==> config.mk <==
export PLATFORM = sky130hd
export DESIGN_NAME = lcd_read_engine
export DESIGN_NICKNAME = d
export VERILOG_FILES = /design/src/rtl/lcd_read_engine.sv
export SDC_FILE = /design/constraint.sdc
export NUM_CORES = 1
export LEC_CHECK = 0
export BUFFER_PORTS_ARGS = -buffer_cell sky130_fd_sc_hd__buf_4
export CAP_MARGIN = 25
export CORE_ASPECT_RATIO = 0.7
export CORE_MARGIN = 1.5
export CORE_UTILIZATION = 42
export CTS_BUF_LIST = sky130_fd_sc_hd__clkbuf_8
export DETAILED_ROUTE_END_ITERATION = 10
export MAX_ROUTING_LAYER = met4
export SLEW_MARGIN = 20
export SYNTH_ARGS = -nofsm -noshare
export SYNTH_HDL_FRONTEND = slang
export SYNTH_SLANG_ARGS = --single-unit
==> constraint.sdc <==
create_clock -name clk -period 5.4 [get_ports clk]
set_input_delay 1.08 -clock clk [delete_from_list [all_inputs] [get_ports clk]]
set_output_delay 1.08 -clock clk [all_outputs]
set_load 0.005 [all_outputs]
==> src/rtl/lcd_read_engine.sv <==
// rtl/lcd_read_engine.sv - HD44780 4-bit bus reader: status/data reads with optional busy-flag polling

module lcd_read_engine #(
    parameter int SETUP_CYC  = 4,
    parameter int E_HIGH_CYC = 25,
    parameter int E_LOW_CYC  = 25,
    parameter int MAX_POLLS  = 1000
) (
    input  logic       clk,
    input  logic       rst,
    input  logic       req,
    input  logic       req_rs,
    input  logic       req_poll,
    output logic       ready,
    output logic       rd_valid,
    output logic [7:0] rd_data,
    output logic       timeout,
    output logic       lcd_rs,
    output logic       lcd_rw,
    output logic       lcd_e,
    output logic       bus_rel,
    input  logic [3:0] lcd_d_in
);

    localparam int MAX_PH = (SETUP_CYC > E_HIGH_CYC)
                          ? ((SETUP_CYC > E_LOW_CYC) ? SETUP_CYC : E_LOW_CYC)
                          : ((E_HIGH_CYC > E_LOW_CYC) ? E_HIGH_CYC : E_LOW_CYC);
    localparam int CW = (MAX_PH > 1) ? $clog2(MAX_PH + 1) : 1;
    localparam int PW = (MAX_POLLS > 1) ? $clog2(MAX_POLLS + 1) : 1;

    typedef enum logic [2:0] {
        IDLE  = 3'd0,
        SETUP = 3'd1,
        E1_HI = 3'd2,
        E1_LO = 3'd3,
        E2_HI = 3'd4,
        E2_LO = 3'd5,
        DONE  = 3'd6
    } state_t;

    state_t          state, state_n;
    logic [CW-1:0]   cnt, cnt_n;
    logic [PW-1:0]   poll_cnt, poll_cnt_n;
    logic            rs_q, rs_n;
    logic            poll_q, poll_n;
    logic [3:0]      hi_q, hi_n;
    logic [3:0]      lo_q, lo_n;
    logic            last;

    logic            ready_n, rd_valid_n, timeout_n, lcd_rs_n, lcd_rw_n, lcd_e_n;
    logic [7:0]      rd_data_n;

    // Counter is loaded with length-1 on entry, so the phase ends on the cycle it reads zero.
    function automatic logic [CW-1:0] phase_len(input state_t s);
        case (s)
            SETUP:        phase_len = CW'(SETUP_CYC - 1);
            E1_HI, E2_HI: phase_len = CW'(E_HIGH_CYC - 1);
            E1_LO, E2_LO: phase_len = CW'(E_LOW_CYC - 1);
            default:      phase_len = '0;
        endcase
    endfunction

    always_comb begin
        state_n    = state;
        rs_n       = rs_q;
        poll_n     = poll_q;
        poll_cnt_n = poll_cnt;
        hi_n       = hi_q;
        lo_n       = lo_q;
        last       = (cnt == '0);

        case (state)
            IDLE: begin
                if (req) begin
                    state_n    = SETUP;
                    rs_n       = req_rs;
                    poll_n     = req_poll & ~req_rs;
                    poll_cnt_n = '0;
                end
            end
            SETUP: if (last) state_n = E1_HI;
            E1_HI: begin
                if (last) begin
                    hi_n    = lcd_d_in;
                    state_n = E1_LO;
                end
            end
            E1_LO: if (last) state_n = E2_HI;
            E2_HI: begin
                if (last) begin
                    lo_n    = lcd_d_in;
                    state_n = E2_LO;
                end
            end
            E2_LO: begin
                if (last) begin
                    // poll_cnt holds reads completed before this one; re-strobe without a new setup.
                    if (poll_q && hi_q[3] && (poll_cnt < PW'(MAX_POLLS - 1))) begin
                        poll_cnt_n = poll_cnt + PW'(1);
                        state_n    = E1_HI;
                    end else begin
                        state_n = DONE;
                    end
                end
            end
            DONE:    state_n = IDLE;
            default: state_n = IDLE;
        endcase

        if (state_n != state) begin
            cnt_n = phase_len(state_n);
        end else if (last) begin
            cnt_n = '0;
        end else begin
            cnt_n = cnt - CW'(1);
        end

        // Outputs are registered from the next state so they line up with the state register.
        ready_n    = (state_n == IDLE);
        rd_valid_n = (state_n == DONE);
        lcd_e_n    = (state_n == E1_HI) || (state_n == E2_HI);
        lcd_rw_n   = (state_n != IDLE) && (state_n != DONE);
        lcd_rs_n   = lcd_rw_n & rs_n;
        rd_data_n  = rd_valid_n ? {hi_n, lo_n} : rd_data;
        timeout_n  = rd_valid_n ? (poll_n & hi_n[3]) : timeout;
    end

    always_ff @(posedge clk) begin
        if (rst) begin
            state    <= IDLE;
            cnt      <= '0;
            poll_cnt <= '0;
            rs_q     <= 1'b0;
            poll_q   <= 1'b0;
            hi_q     <= 4'h0;
            lo_q     <= 4'h0;
            ready    <= 1'b1;
            rd_valid <= 1'b0;
            rd_data  <= 8'h00;
            timeout  <= 1'b0;
            lcd_rs   <= 1'b0;
            lcd_rw   <= 1'b0;
            lcd_e    <= 1'b0;
            bus_rel  <= 1'b0;
        end else begin
            state    <= state_n;
            cnt      <= cnt_n;
            poll_cnt <= poll_cnt_n;
            rs_q     <= rs_n;
            poll_q   <= poll_n;
            hi_q     <= hi_n;
            lo_q     <= lo_n;
            ready    <= ready_n;
            rd_valid <= rd_valid_n;
            rd_data  <= rd_data_n;
            timeout  <= timeout_n;
            lcd_rs   <= lcd_rs_n;
            lcd_rw   <= lcd_rw_n;
            lcd_e    <= lcd_e_n;
            bus_rel  <= lcd_rw_n;
        end
    end

endmodule

# == Word-level counts from Yosys, hierarchy flattened ==
# Cells that the tools add are included.
# op_classes
add_sub_neg,2
n_lt_le_gt_ge,1
eq_ne,16
mux,23
bitwise,4
n_reduce_logical,11
# op_table
op,count
two-way mux 10 bit,3
two-way mux 3 bit,7
case mux 10 bit (2 select lines),1
case mux 3 bit (6 select lines),1
two-way mux 4 bit,4
"equality test 3 bit, second input constant",5
"equality test 3 x 2 -> 1 bit, second input constant",4
"adder 10 x 1 -> 10 bit, second input constant",1
"less-than comparator 10 bit, second input constant",1
two-way mux 5 bit,2
case mux 5 bit (2 select lines),1
"equality test 3 x 1 -> 1 bit, second input constant",2
logical NOT 3 bit,2
"!= test 2 bit, second input constant",3
logical NOT 5 bit,1
"subtractor 5 x 1 -> 5 bit, second input constant",1
two-way mux 1 bit,4
AND reduction 4 bit,1
OR reduction 4 bit,1
bitwise AND 1 bit,3
logical AND 1 bit,3
!= test 3 bit,1
"!= test 3 bit, second input constant",1
nonzero test 3 bit,1
3 further kinds,3
# word_totals
register_bits,42
in_bits,9
out_inout_bits,15
wordCells,71

# == Longest topological paths before layout ==
# Gate-level depths: netlist of run 1.
# logic_depth
depth_word,9
depth_mapped,8
ltp_nobuf,7

# == Worst setup path after synthesis of run 1 ==
# No wires, ideal clock.
# synth_timing
path_kind,input to register
startpoint,input port req
endpoint,register poll_cnt[7]
setup_ps,70
arrival_ps,2368
required_time_ps,5330
slack_ps,2962
stages,6
path_buffers,1
cell_sequence,or4b_4 > buf_6 > nand4_4 > nand4_4 > or3_1 > a21oi_1
# synth_between
elab_chain_cells,2
# synth_lines
item,line_no,source
from (decl),11,"input logic req,"
!= test 2 bit (no line),n/a,
AND reduction 4 bit (no line),n/a,
to (signal assigned),148,poll_cnt <= poll_cnt_n;
to (decl),43,"logic [PW-1:0] poll_cnt, poll_cnt_n;"
# Every way passes these cells.
# A chain may end at the register's enable or synchronous reset.

# == Worst setup path in the final report of run 1 ==
# layout_timing
startpoint,register cnt[0]
endpoint,register rd_data[3]
# layout_between
elab_chain_cells,4
elab_cells_between_ends,10
classes_between,eq/ne (1); mux (8); reduce/logical (1)
# layout_lines
item,line_no,source
from (decl),42,"logic [CW-1:0] cnt, cnt_n;"
from (signal assigned),147,cnt <= cnt_n;
logical NOT 5 bit *,70,last = (cnt == '0);
"two-way mux 3 bit, on equally long branches",n/a,
case mux 3 bit (6 select lines),72,case (state)
equality test 3 bit,120,rd_valid_n = (state_n == DONE);
to (signal assigned),155,rd_data <= rd_data_n;
to (decl),16,"output logic [7:0] rd_data,"
# Mark *: on every way between the ends. The rest lies on a longest branch, timed or not.

==> reports/qor.log, run 1 <==
qor: die.pin_count 24
qor: power.power_per_cell_area 373 nW/um2
qor: clock_tree.clkTransAtPathRegs 0.08 ns
qor: clock_tree.worstSkewPairLatency 0.29 ns
qor: critical_path.timing.critical_path.slowest_cell_delay 0.66 ns
qor: finish.final_net_count 235
qor: timing.finClkSkew 0.00332 ns
qor: critical_path.rrSetupSlack 2.98 ns
qor: finish.area_growth_syn_to_layout 16.1%
qor: timing.fmax 413 MHz
qor: timing.finalSetupTns 0 ns
qor: critical_path.slowest_stage or4b_1
qor: global_route.grt_first_pass_wirelength 5780 um
qor: clock_tree.clock_path_buffers 2
qor: die.rows 20
qor: power.clkPwrFrac 30.1%
qor: synth.synth.yosys.seq_area_share 45.1%
qor: place.numPlacedInstances 271
qor: power.switchingPower 0.000248 W
qor: route.via_count 1,462
qor: global_route.grt_overflow 0
qor: finish.layout.cell_area.non_filler 2160 um2
qor: timing.worst_slew_margin_rel 55.5%
qor: power.power.ir.vdd_worst 171 uV
qor: finish.stdcell_count 279
qor: synth.netlist_area_before_placement 1860 um2
qor: power.p_int 0.000559 W
qor: die.die-height 58.7 um
qor: timing.finalWorstPathRequiredPeriod 2.42 ns
qor: timing.drv_slew 0
qor: finish.multi_input_area 942 um2
qor: route.drcViolationCount 0
qor: synth.synth_fa_ha_area_share 2.01%
qor: synth.synthesis.area_per_instance 9.18 um2
qor: critical_path.launching_point_of_the_worst_reg2reg_path cnt[0]
qor: critical_path.path_cells inv_1 > ha_1 > or4b_1 > nor3_2 > buf_4 > nor2_1 > a211oi_1
qor: synth.combinational_family_with_the_most_area_after_synthesis simple AND/OR/NAND/NOR gates
qor: critical_path.ff2ff_path_depth 7
qor: worst_hold_path.class_of_the_tightest_hold_or_removal_check reg2reg
qor: finish.n_antenna_cell 0
qor: route.drt_pass1_iterations 4
qor: place.postPlaceCellArea 2050 um2
qor: route.route.antenna.remaining_nets 0
qor: synth.syn_nets 215
qor: synth.synth-simple-area-share 25.6%
qor: synth.ys.flop_type dfxtp_1
qor: power.switching_share 30.7%
qor: global_route.grt_start_max_net_pins 34
qor: timing.worstMarginPinSlew 0.664 ns
qor: route.vias_per_cell 5.24
qor: clock_tree.post_cts.repair.setup_buffers 0
qor: place.port_buffers 23
qor: outcome.run_status complete, no violations
qor: critical_path.timing.critical_path.from_type register
qor: place.place_hpwl 2630 um
qor: synth.postSynthRegisterBits 42
qor: power.total_power 0.000807 W
qor: die.core-area 4300 um2
qor: global_route.antenna_violations_before_repair 0
qor: finish.drive_above_1_share 17.9%
qor: finish.fillCellCount 433
qor: critical_path.worst_endpoint_required_time 5.61 ns
qor: place.gp_congestion 0.797
qor: synth.netlist-cell-type-count 42
qor: clock_tree.clock_sink_count 42
qor: clock_tree.postCtsHoldBufs 0
qor: clock_tree.cts_tree done
qor: power.power.sequential.fraction 45.6%
qor: critical_path.worstPathMaxFanout 12
qor: synth.async_set_or_reset_flop_fraction_in_the_synthesized_netlist 0%
qor: global_route.grt_total_usage 16.4%
qor: finish.register_area 841 um2
qor: critical_path.timing.critical_path.from cnt[0]
qor: job.timing.max_cap.violations 0
qor: die.dieWidth 82.6 um
qor: critical_path.end_kind register
qor: critical_path.crit_end rd_data[3]
qor: timing.setup_violation_total_in_the_final_timing_report 0
qor: timing.least_setup_slack_across_all_paths_after_layout 2.98 ns
qor: synth.compound_cell_area_share_of_the_yosys_netlist 15.3%
qor: critical_path.setup.worst_path.class reg2reg
qor: die.start_util 43.3%
qor: clock_tree.cts-resized-gates 0
qor: synth.syn-instance-count 203
qor: synth.synth_warnings 0
qor: route.initialDrtViolationCount 95
qor: route.finalWirelength 3690 um
qor: place.preCtsSetupSlack 2.81 ns
qor: global_route.grt_pass1_vias 1,203
qor: die.floorplan.die_area 4850 um2
qor: power.total_leakage_power 0.900 nW
qor: synth.post_synth_xor_area_fraction 1.41%
qor: critical_path.timing.critical_path.arrival 2.63 ns
qor: route.route.detailed.wl_per_inst 13.2 um
qor: synth.synth_mux_area_share 5.91%
qor: clock_tree.clock_tree.htree_level_count 2
qor: timing.finalHoldViolations 0
qor: clock_tree.cts.root.buffer_cell clkbuf_8
qor: critical_path.r2r_end rd_data[3]
qor: clock_tree.cts_inserted_buffers 5
qor: synth.synth_enable_flop_cells 0
qor: power.comb_power_share 24.3%
qor: timing.share_of_the_clock_period_used_by_the_worst_path_after_layout 44.8%
qor: timing.grt_setup_unrepaired no
-- layout by cell type, fill, tap and decap left out, drive strengths merged, types with 2 or more instances in the layout --
cell type / synthesis / routed
or2: 2 / 2
o21ai: 11 / 11
a31oi: 2 / 2
nor3: 3 / 3
nor3b: 2 / 2
dfxtp: 42 / 42
buf: 6 / 24
xnor2: 2 / 2
a21oi: 15 / 15
and2: 3 / 3
a211o: 2 / 2
or4b: 2 / 2
clkbuf: 5 / 5
nand3b: 2 / 2
nand4: 3 / 3
a211oi: 8 / 8
nor2: 29 / 29
ha: 3 / 3
inv: 6 / 7
nand2: 11 / 11
mux2i: 11 / 11
nor4: 2 / 2
or3: 7 / 7
a31o: 2 / 2
nand3: 11 / 11
-- power groups by stage --
stage          clock network [W]  logic, W  registers [W]
6_report                0.000242  0.000196       0.000368
5_1_grt                 0.000261  0.000221       0.000372
4_1_cts                 0.000250  0.000196       0.000367
3_5_place_dp                   0  0.000195       0.000374
3_3_place_gp                   0  0.000196       0.000374
2_1_floorplan                  0  0.000171       0.000361
-- layer usage --
layer  track usage, %  vias to the layer above  share of wire (%)  routed length (um)
li1                 -                      767                  -                   -
met1             24.5                      668                 58                2140
met2             20.8                       23                 37                1380
met3             5.12                        4                3.9                 145
met4             4.29                        0               0.57                  21
met5                -                        -                  0                   0
-- critical path, delay by kind of cell, from the launching register on --
kind | cells | cell delay (ns)
compound gates | 1 | 0.20
fa+ha+maj | 1 | 0.16
buf+inv | 2 | 0.38
flops | 1 | 0.32
simple gates | 3 | 1.28
-- cell type report --
class	count	area share [%]
Multi-Input combinational cell	144	43.5
Sequential cell	42	38.8
Timing Repair Buffer	24	8.32
Clock buffer	5	3.18
Tap cell	55	3.18
Clock inverter	3	1.91
Inverter	6	1.04
-- state kept, by name (all words and copies together), names as in the netlist, 3 cells and up --
register  cells
hi_q          4
rd_data       8
poll_cnt     10
lo_q          4
state         3
cnt           5
-- per-stage QoR --
step	util [%]	hold WS (ns)
final	50.3	0.474
after global routing	50.3	0.501
after CTS	50.3	0.476
after detailed placement	47.7	0.465
after global placement	47.7	0.475
after floorplan	-	0.449
-- synthesized netlist by cell type, drive strengths merged, types with 2 or more instances --
library cell	n	share of area, %
and2	3	1.0
a211oi	8	3.2
a31oi	2	0.67
nor3	3	0.81
a31o	2	0.94
mux2i	11	5.9
inv	6	1.2
or3	7	2.3
or2	2	0.67
xnor2	2	0.94
dfxtp	42	45
nand2	11	2.2
buf	6	2.4
clkbuf	5	1.0
nor2	29	5.8
a21oi	15	4.0
o21ai	11	3.6
or4b	2	1.3
nor4	2	0.67
nand3	11	3.6
nor3b	2	0.81
a211o	2	0.94
nand3b	2	0.81
ha	3	2.0
nand4	3	2.6
-- kinds of logic (layout without fill, tap and decap cells) --
family,after synthesis,after routing
buffers and inverters,17,38
muxes,11,11
DFF,42,42
and+or+nand+nor,83,83
xor gates and xnor gates,3,3
AOI/OAI and AO/OA,44,44
adders and majority gates,3,3
-- worst min-delay path by stage --
stage,from,to,cells after the start
after CTS,poll_cnt[1],poll_cnt[1],2
after global routing,poll_cnt[1],poll_cnt[1],2
after detailed placement,poll_cnt[1],poll_cnt[1],2
after global placement,poll_cnt[1],poll_cnt[1],2
final,poll_cnt[1],poll_cnt[1],2
after floorplan,poll_cnt[1],poll_cnt[1],2
Note: power is estimated with default switching activity, not from simulation.
==> run 2: changes to the inputs <==
Clock period 5.4 ns to 2.23 ns, I/O delays scaled along.
==> run 2 against run 1 <==
Net effect:
- maximum frequency is 18% higher
- sequential share of layout area is 0.73 points lower
- utilization is 0.96 points higher
- register-to-register slack worse by 2.8 ns
- clock skew is 0.0022 ns higher
- final cell count is 2.5% higher
- clock-buffer cell count is 1 higher
- routed wire length is 3.5% higher
- hold slack worse by 0.054 ns
- sequential cell count stayed put
- critical path depth stayed put
- die area stayed put
==> reports/qor.log, run 2 (same netlist as run 1, synthesis figures left out) <==
qor: timing.setup_violation_total_in_the_final_timing_report 0 [unchanged]
qor: finish.largestRegisters poll_cnt (10), rd_data (8), cnt (5)
qor: finish.register_area 841 um2 [unchanged]
qor: finish.final_common_cell dfxtp_1
qor: timing.share_of_the_clock_period_used_by_the_worst_path_after_layout 92.4% [+48 points]
qor: timing.drv_slew 0 [unchanged]
qor: place.place_hpwl 2760 um [+4.8%]
qor: route.route.antenna.remaining_nets 0 [unchanged]
qor: critical_path.end_kind register
qor: timing.finalWorstPathRequiredPeriod 2.06 ns [-0.362 ns]
qor: die.rows 20 [unchanged]
qor: critical_path.path_cells inv_1 > ha_1 > or4b_1 > nand2_1 > nand4_4 > or3_1 > a21oi_1
qor: route.met2_length 1480 um [+7.8%]
qor: power.total_leakage_power 0.926 nW [+2.9%]
qor: finish.final_cell_mix dfxtp_1, buf_4, nor2_1, a21oi_1
qor: critical_path.worst_endpoint_required_time 2.45 ns [-3.16 ns]
qor: route.vias_per_cell 5.26 [+0.35%]
qor: global_route.antenna_violations_before_repair 0 [unchanged]
qor: clock_tree.cts_inserted_buffers 5 [unchanged]
qor: timing.finalHoldViolations 0 [unchanged]
qor: clock_tree.cts.root.buffer_cell clkbuf_8
qor: route.drt_pass1_iterations 4 [unchanged]
qor: global_route.grt_first_pass_wirelength 6580 um [+14%]
qor: power.power.ir.vdd_worst 495 uV [+190%]
qor: global_route.grt_start_max_net_pins 34 [unchanged]
qor: timing.worst_slew_margin_rel 71.6% [+16 points]
qor: timing.finClkSkew 0.00550 ns [+0.00219 ns]
qor: clock_tree.cts_tree done
qor: place.postPlaceCellArea 2110 um2 [+2.6%]
qor: clock_tree.clock_path_buffers 2 [unchanged]
qor: critical_path.worstPathMaxFanout 6 [-6]
qor: finish.largest_reg_flops 10 [unchanged]
qor: finish.area_growth_syn_to_layout 18.3%
qor: route.dr_wl_met3 163 um [+12%]
qor: worst_hold_path.class_of_the_tightest_hold_or_removal_check in2reg
qor: die.dieWidth 82.6 um [unchanged]
qor: finish.layout.cell_area.non_filler 2210 um2 [+1.9%]
qor: critical_path.timing.critical_path.from_type register
qor: critical_path.timing.critical_path.arrival 2.28 ns [-0.35 ns]
qor: outcome.run_status complete, no violations
qor: route.drcViolationCount 0 [unchanged]
qor: route.m1WireLength 2140 um [-0.33%]
qor: critical_path.critical_path.top_delay_family simple AND/OR/NAND/NOR gates
qor: critical_path.ff2ff_path_depth 7 [unchanged]
qor: timing.fmax 485 MHz [+18%]
qor: die.die-height 58.7 um [unchanged]
qor: clock_tree.worstSkewPairLatency 0.29 ns [about the same]
qor: finish.n_antenna_cell 0 [unchanged]
qor: die.pin_count 24 [unchanged]
qor: place.gp_congestion 0.811 [+1.8%]
qor: timing.finalSetupTns 0 ns [unchanged]
qor: clock_tree.clkTransAtPathRegs 0.08 ns [about the same]
qor: place.port_buffers 23 [unchanged]
qor: global_route.grt_overflow 0 [unchanged]
qor: critical_path.setup.worst_path.class reg2reg
qor: global_route.grt_total_usage 18.5% [+2.1 points]
qor: route.via_count 1,504 [+2.9%]
qor: route.topRoutingLayerUsed met4
qor: critical_path.timing.critical_path.slowest_cell_delay 0.49 ns [-0.17 ns]
qor: clock_tree.clock_tree.htree_level_count 2 [unchanged]
qor: die.floorplan.die_area 4850 um2 [unchanged]
qor: clock_tree.clock_sink_count 42 [unchanged]
qor: clock_tree.cts-resized-gates 0 [unchanged]
qor: die.start_util 43.3% [unchanged]
qor: timing.least_setup_slack_across_all_paths_after_layout 0.170 ns [-2.81 ns]
qor: finish.multi_input_area 942 um2 [unchanged]
qor: timing.worstMarginPinSlew 0.424 ns [-0.240 ns]
qor: clock_tree.postCtsHoldBufs 0 [unchanged]
qor: power.power_per_cell_area 876 nW/um2 [+130%]
qor: finish.fillCellCount 435 [+0.46%]
qor: timing.fin_hold_ws 0.419 ns [-0.0544 ns]
qor: critical_path.cp_num_cells 7 [unchanged]
qor: power.total_power 0.00193 W [+140%]
qor: place.preCtsSetupSlack 0.180 ns [-2.63 ns]
qor: critical_path.critPathBufInv 1 [-1]
qor: timing.grt_setup_unrepaired no
qor: finish.max_flop_register poll_cnt
qor: global_route.grt_pass1_vias 1,330 [+11%]
qor: finish.drive_above_1_share 20.8% [+2.9 points]
qor: die.core-area 4300 um2 [unchanged]
qor: route.initialDrtViolationCount 124 [+31%]
qor: worst_hold_path.timing.hold.worst_path_depth 3 [+1]
qor: critical_path.slowest_stage or4b_1
qor: route.route.detailed.wl_per_inst 13.3 um [+0.96%]
qor: route.finalWirelength 3820 um [+3.5%]
qor: job.timing.max_cap.violations 0 [unchanged]
qor: clock_tree.post_cts.repair.setup_buffers 0 [unchanged]
qor: finish.final_net_count 242 [+3.0%]
run 2: cell types whose count changed in the layout (fill, tap and decap cells not counted):
cell,change
bufinv_16,-1
inv_1,-1
clkbuf_8,+1
clkinv_2,+1
buf_4,+6
buf_6,+1
run 2: layer usage:
metal  track usage [%]  up-vias
met5                 -        -
met4              5.00        0
met3              4.65        4
met2              22.4       26
met1              29.2      692
li1                  -      782
run 2: worst min-delay path, cell delays in order:
cell	delay, ns
buf_4	0.08
mux2i_1	0.07
nor2_1	0.08
run 2: final cells by class:
class                           instances  area share (%)
Clock inverter                          2           0.567
Multi-Input combinational cell        144            42.7
Sequential cell                        42            38.1
Timing Repair Buffer                   31            10.7
Tap cell                               55            3.12
Clock buffer                            6            3.74
Inverter                                6            1.02
run 2: path summary, 6_finish.rpt:
| check | from | to | slack (ns) |
|---|---|---|---|
| max | cnt[0] | poll_cnt[6] | 0.17 |
| min | lcd_d_in[2] | lo_q[2] | 0.42 |
| max reg2reg | cnt[0] | poll_cnt[6] | 0.17 |
| min reg2reg | poll_cnt[1] | poll_cnt[1] | 0.48 |
run 2: through the flow:
step                      util [%]  instances
final                         51.2        286
after global routing          51.2        286
after CTS                     51.2        286
after detailed placement      49.0        278
after global placement        49.0        278
after floorplan                  -        203
run 2: report_power, final:
| group | switching, W | leakage [nW] | internal (W) |
|---|---|---|---|
| registers | 0.0000455 | 0.341 | 0.000818 |
| logic | 0.000309 | 0.538 | 0.000253 |
| clock network | 0.000258 | 0.0472 | 0.000249 |
==> run 3: changes to the inputs <==
Settings changed: ABC_AREA set to 1, CTS_CLUSTER_DIAMETER set to 60.
==> run 3 against run 2 <==
Net effect:
- combinational power rose by 65%
- synthesized area rose by 9.9%
- design area rose by 6.8%
- setup slack improved by 0.23 ns
- hold slack got worse by 0.0013 ns
- register-to-register slack improved by 0.23 ns
- critical path type unchanged
- largest power group unchanged
==> reports/qor.log, run 3 <==
qor: critical_path.r2r_end rd_data[3]
qor: synth.synth_enable_flop_cells 0 [unchanged]
qor: global_route.grt_pass1_vias 1,477 [+11%]
qor: critical_path.ff2ff_path_depth 11 [+4]
qor: finish.fillCellCount 469 [+7.8%]
qor: route.via_count 1,753 [+17%]
qor: timing.finalSetupTns 0 ns [unchanged]
qor: global_route.grt_overflow 0 [unchanged]
qor: finish.final_net_count 325 [+34%]
qor: outcome.run_status complete, no violations
qor: critical_path.setup.worst_path.class reg2reg
qor: critical_path.critPathBufInv 3 [+2]
qor: synth.netlist-cell-type-count 31 [-26%]
qor: clock_tree.clkTransAtPathRegs 0.08 ns [about the same]
qor: synth.synth.yosys.seq_area_share 41.0% [-4.1 points]
qor: finish.largestRegisters poll_cnt (10), rd_data (8), cnt (5)
qor: die.rows 21 [+5.0%]
qor: timing.worst_slew_margin_rel 72.2% [+0.57 points]
qor: critical_path.timing.critical_path.from cnt[0]
qor: clock_tree.worstSkewPairLatency 0.30 ns [about the same]
qor: synth.netlist.area_leader.share 41.0% [-4.1 points]
qor: global_route.grt_first_pass_wirelength 7330 um [+12%]
qor: global_route.grt_start_max_net_pins 31 [-8.8%]
qor: clock_tree.cts.root.buffer_cell clkbuf_8
qor: finish.largest_reg_flops 10 [unchanged]
qor: die.pin_count 24 [unchanged]
qor: die.core-area 4730 um2 [+9.9%]
qor: critical_path.rrSetupSlack 0.40 ns [+0.23 ns]
qor: timing.finalHoldViolations 0 [unchanged]
qor: critical_path.crit_end rd_data[3]
qor: critical_path.worst_endpoint_required_time 2.43 ns [-0.02 ns]
qor: clock_tree.post_cts.repair.setup_buffers 0 [unchanged]
qor: place.postPlaceCellArea 2260 um2 [+7.3%]
qor: die.floorplan.die_area 5310 um2 [+9.5%]
qor: clock_tree.clock_path_buffers 2 [unchanged]
qor: finish.n_antenna_cell 0 [unchanged]
qor: timing.fmax 545 MHz [+12%]
qor: synth.syn_nets 301 [+40%]
qor: critical_path.timing.critical_path.arrival 2.03 ns [-0.25 ns]
qor: critical_path.critical_path.top_delay_family simple AND/OR/NAND/NOR gates
qor: timing.setup_violation_total_in_the_final_timing_report 0 [unchanged]
qor: clock_tree.cts_inserted_buffers 5 [unchanged]
qor: critical_path.end_kind register
qor: finish.area_growth_syn_to_layout 15.0%
qor: route.drt_pass1_iterations 4 [unchanged]
qor: place.gp_congestion 0.803 [-1.0%]
qor: timing.drv_slew 0 [unchanged]
qor: critical_path.path_cells inv_1 > ha_1 > inv_1 > nor2_1 > nand3_1 > o21ai_2 > nand2_2 > inv_2 > nand2_1 > nand2_1 > nor2_1
qor: finish.final_util 49.8% [-1.4 points]
qor: finish.drive_above_1_share 18.8% [-2.0 points]
qor: synth.synthesis.area_per_instance 7.09 um2 [-23%]
qor: synth.synth_warnings 0 [unchanged]
qor: critical_path.worstPathMaxFanout 11 [+5]
qor: synth.netlist_area_before_placement 2050 um2 [+9.9%]
qor: global_route.antenna_violations_before_repair 0 [unchanged]
qor: timing.finClkSkew 0.0118 ns [+0.00630 ns]
qor: finish.layout.cell_area.non_filler 2360 um2 [+6.8%]
qor: job.timing.max_cap.violations 0 [unchanged]
qor: clock_tree.clock_tree.htree_level_count 2 [unchanged]
qor: timing.finalWorstPathRequiredPeriod 1.83 ns [-0.225 ns]
qor: critical_path.timing.critical_path.slowest_cell_delay 0.31 ns [-0.18 ns]
qor: timing.worstMarginPinSlew 0.417 ns [-0.00709 ns]
qor: route.initialDrtViolationCount 135 [+8.9%]
qor: critical_path.launching_point_of_the_worst_reg2reg_path cnt[0]
qor: synth.async_set_or_reset_flop_fraction_in_the_synthesized_netlist 0% [unchanged]
qor: critical_path.timing.critical_path.from_type register
qor: route.route.antenna.remaining_nets 0 [unchanged]
qor: clock_tree.clock_sink_count 42 [unchanged]
qor: power.total_leakage_power 0.999 nW [+7.9%]
qor: critical_path.slowest_stage dfxtp_1
qor: clock_tree.cts-resized-gates 0 [unchanged]
qor: worst_hold_path.class_of_the_tightest_hold_or_removal_check in2reg
qor: synth.ys.flop_type dfxtp_1
qor: finish.max_flop_register poll_cnt
qor: place.port_buffers 23 [unchanged]
qor: die.start_util 43.3% [about the same]
qor: synth.syn-instance-count 289 [+42%]
qor: power.total_power 0.00237 W [+23%]
qor: finish.final_common_cell nand2_1
qor: finish.final_cell_mix nand2_1, nor2_1, dfxtp_1, inv_1, buf_4
qor: synth.synth_top_cells_by_count nand2_1, nor2_1, dfxtp_1
qor: clock_tree.cts_tree done
qor: place.place_hpwl 3150 um [+14%]
qor: route.vias_per_cell 4.73 [-10%]
qor: synth.post-synth-top-count-cell nand2_1
qor: route.route.detailed.wl_per_inst 12.0 um [-9.9%]
qor: synth.synth_top_cell_by_area dfxtp_1
qor: synth.postSynthRegisterBits 42 [unchanged]
qor: die.die-height 61.4 um [+4.6%]
qor: route.finalWirelength 4460 um [+17%]
qor: clock_tree.postCtsHoldBufs 0 [unchanged]
qor: power.power_per_cell_area 1010 nW/um2 [+15%]
qor: route.drcViolationCount 0 [unchanged]
qor: global_route.grt_total_usage 18.6% [+0.14 points]
qor: power.power.ir.vdd_worst 506 uV [+2.2%]
qor: critical_path.cp_num_cells 11 [+4]
qor: synth.synth.area.top_cells dfxtp_1, nand2_1, nor2_1, nand3_1, inv_1
qor: die.dieWidth 86.5 um [+4.7%]
qor: timing.grt_setup_unrepaired no
qor: timing.share_of_the_clock_period_used_by_the_worst_path_after_layout 82.3% [-10 points]
## run 3: logic make-up after synthesis
group / Yosys count / share of synthesized area [%]
AOI/OAI and AO/OA: 36 / 10.3
adders and majority gates: 3 / 1.83
buffers and inverters: 40 / 8.36
muxes: 1 / 0.488
xor gates and xnor gates: 8 / 3.42
and+or+nand+nor: 159 / 34.6
DFF: 42 / 41.0
## run 3: how the worst min path moves through the flow
stage,startpoint,endpoint,cells after the start
finish,req_poll,poll_q,3
global route,req_poll,poll_q,3
CTS,req_poll,poll_q,3
detailed placement,rd_data[7],rd_data[7],2
global placement,rd_data[7],rd_data[7],2
floorplan,rs_q,rs_q,2
## run 3: area by class of cell
type	count	area (um2)	share of cell area [%]
clock buffers	6	82.6	3.51
inverters	31	116	4.94
well taps	57	71.3	3.03
flip-flops and latches	42	841	35.7
clock inverters	2	12.5	0.531
repair buffers	26	195	8.28
multi-input cells	207	1040	44.0
## run 3: through the flow
step	cells	setup WS [ns]	hold WS [ns]
after floorplan	289	0.688	0.434
after global placement	363	0.425	0.454
after detailed placement	363	0.433	0.456
after CTS	371	0.396	0.416
after global routing	371	0.192	0.426
final	371	0.395	0.418
## run 3: worst reg2reg max path: cells and delay by family, from the launching register on
kind	cells	cell delay (ns)
AOI/OAI and AO/OA	1	0.27
adders and majority gates	1	0.17
buffers and inverters	3	0.33
DFF	1	0.31
and+or+nand+nor	6	0.64
## run 3: routing by layer
layer / global-route usage (%) / routed length [um] / vias up
met4: 6.91 / 61 / 0
met1: 29.2 / 2590 / 749
met5: - / 0 / -
li1: - / - / 962
met2: 21.8 / 1580 / 36
met3: 4.29 / 229 / 6
## run 3: power breakdown
group | internal [W] | leakage [nW] | switching, W | total (W)
registers | 0.000851 | 0.341 | 0.0000756 | 0.000926
logic | 0.000352 | 0.611 | 0.000574 | 0.000926
clock network | 0.000249 | 0.0472 | 0.000270 | 0.000519
total | 0.00145 | 0.999 | 0.000919 | 0.00237
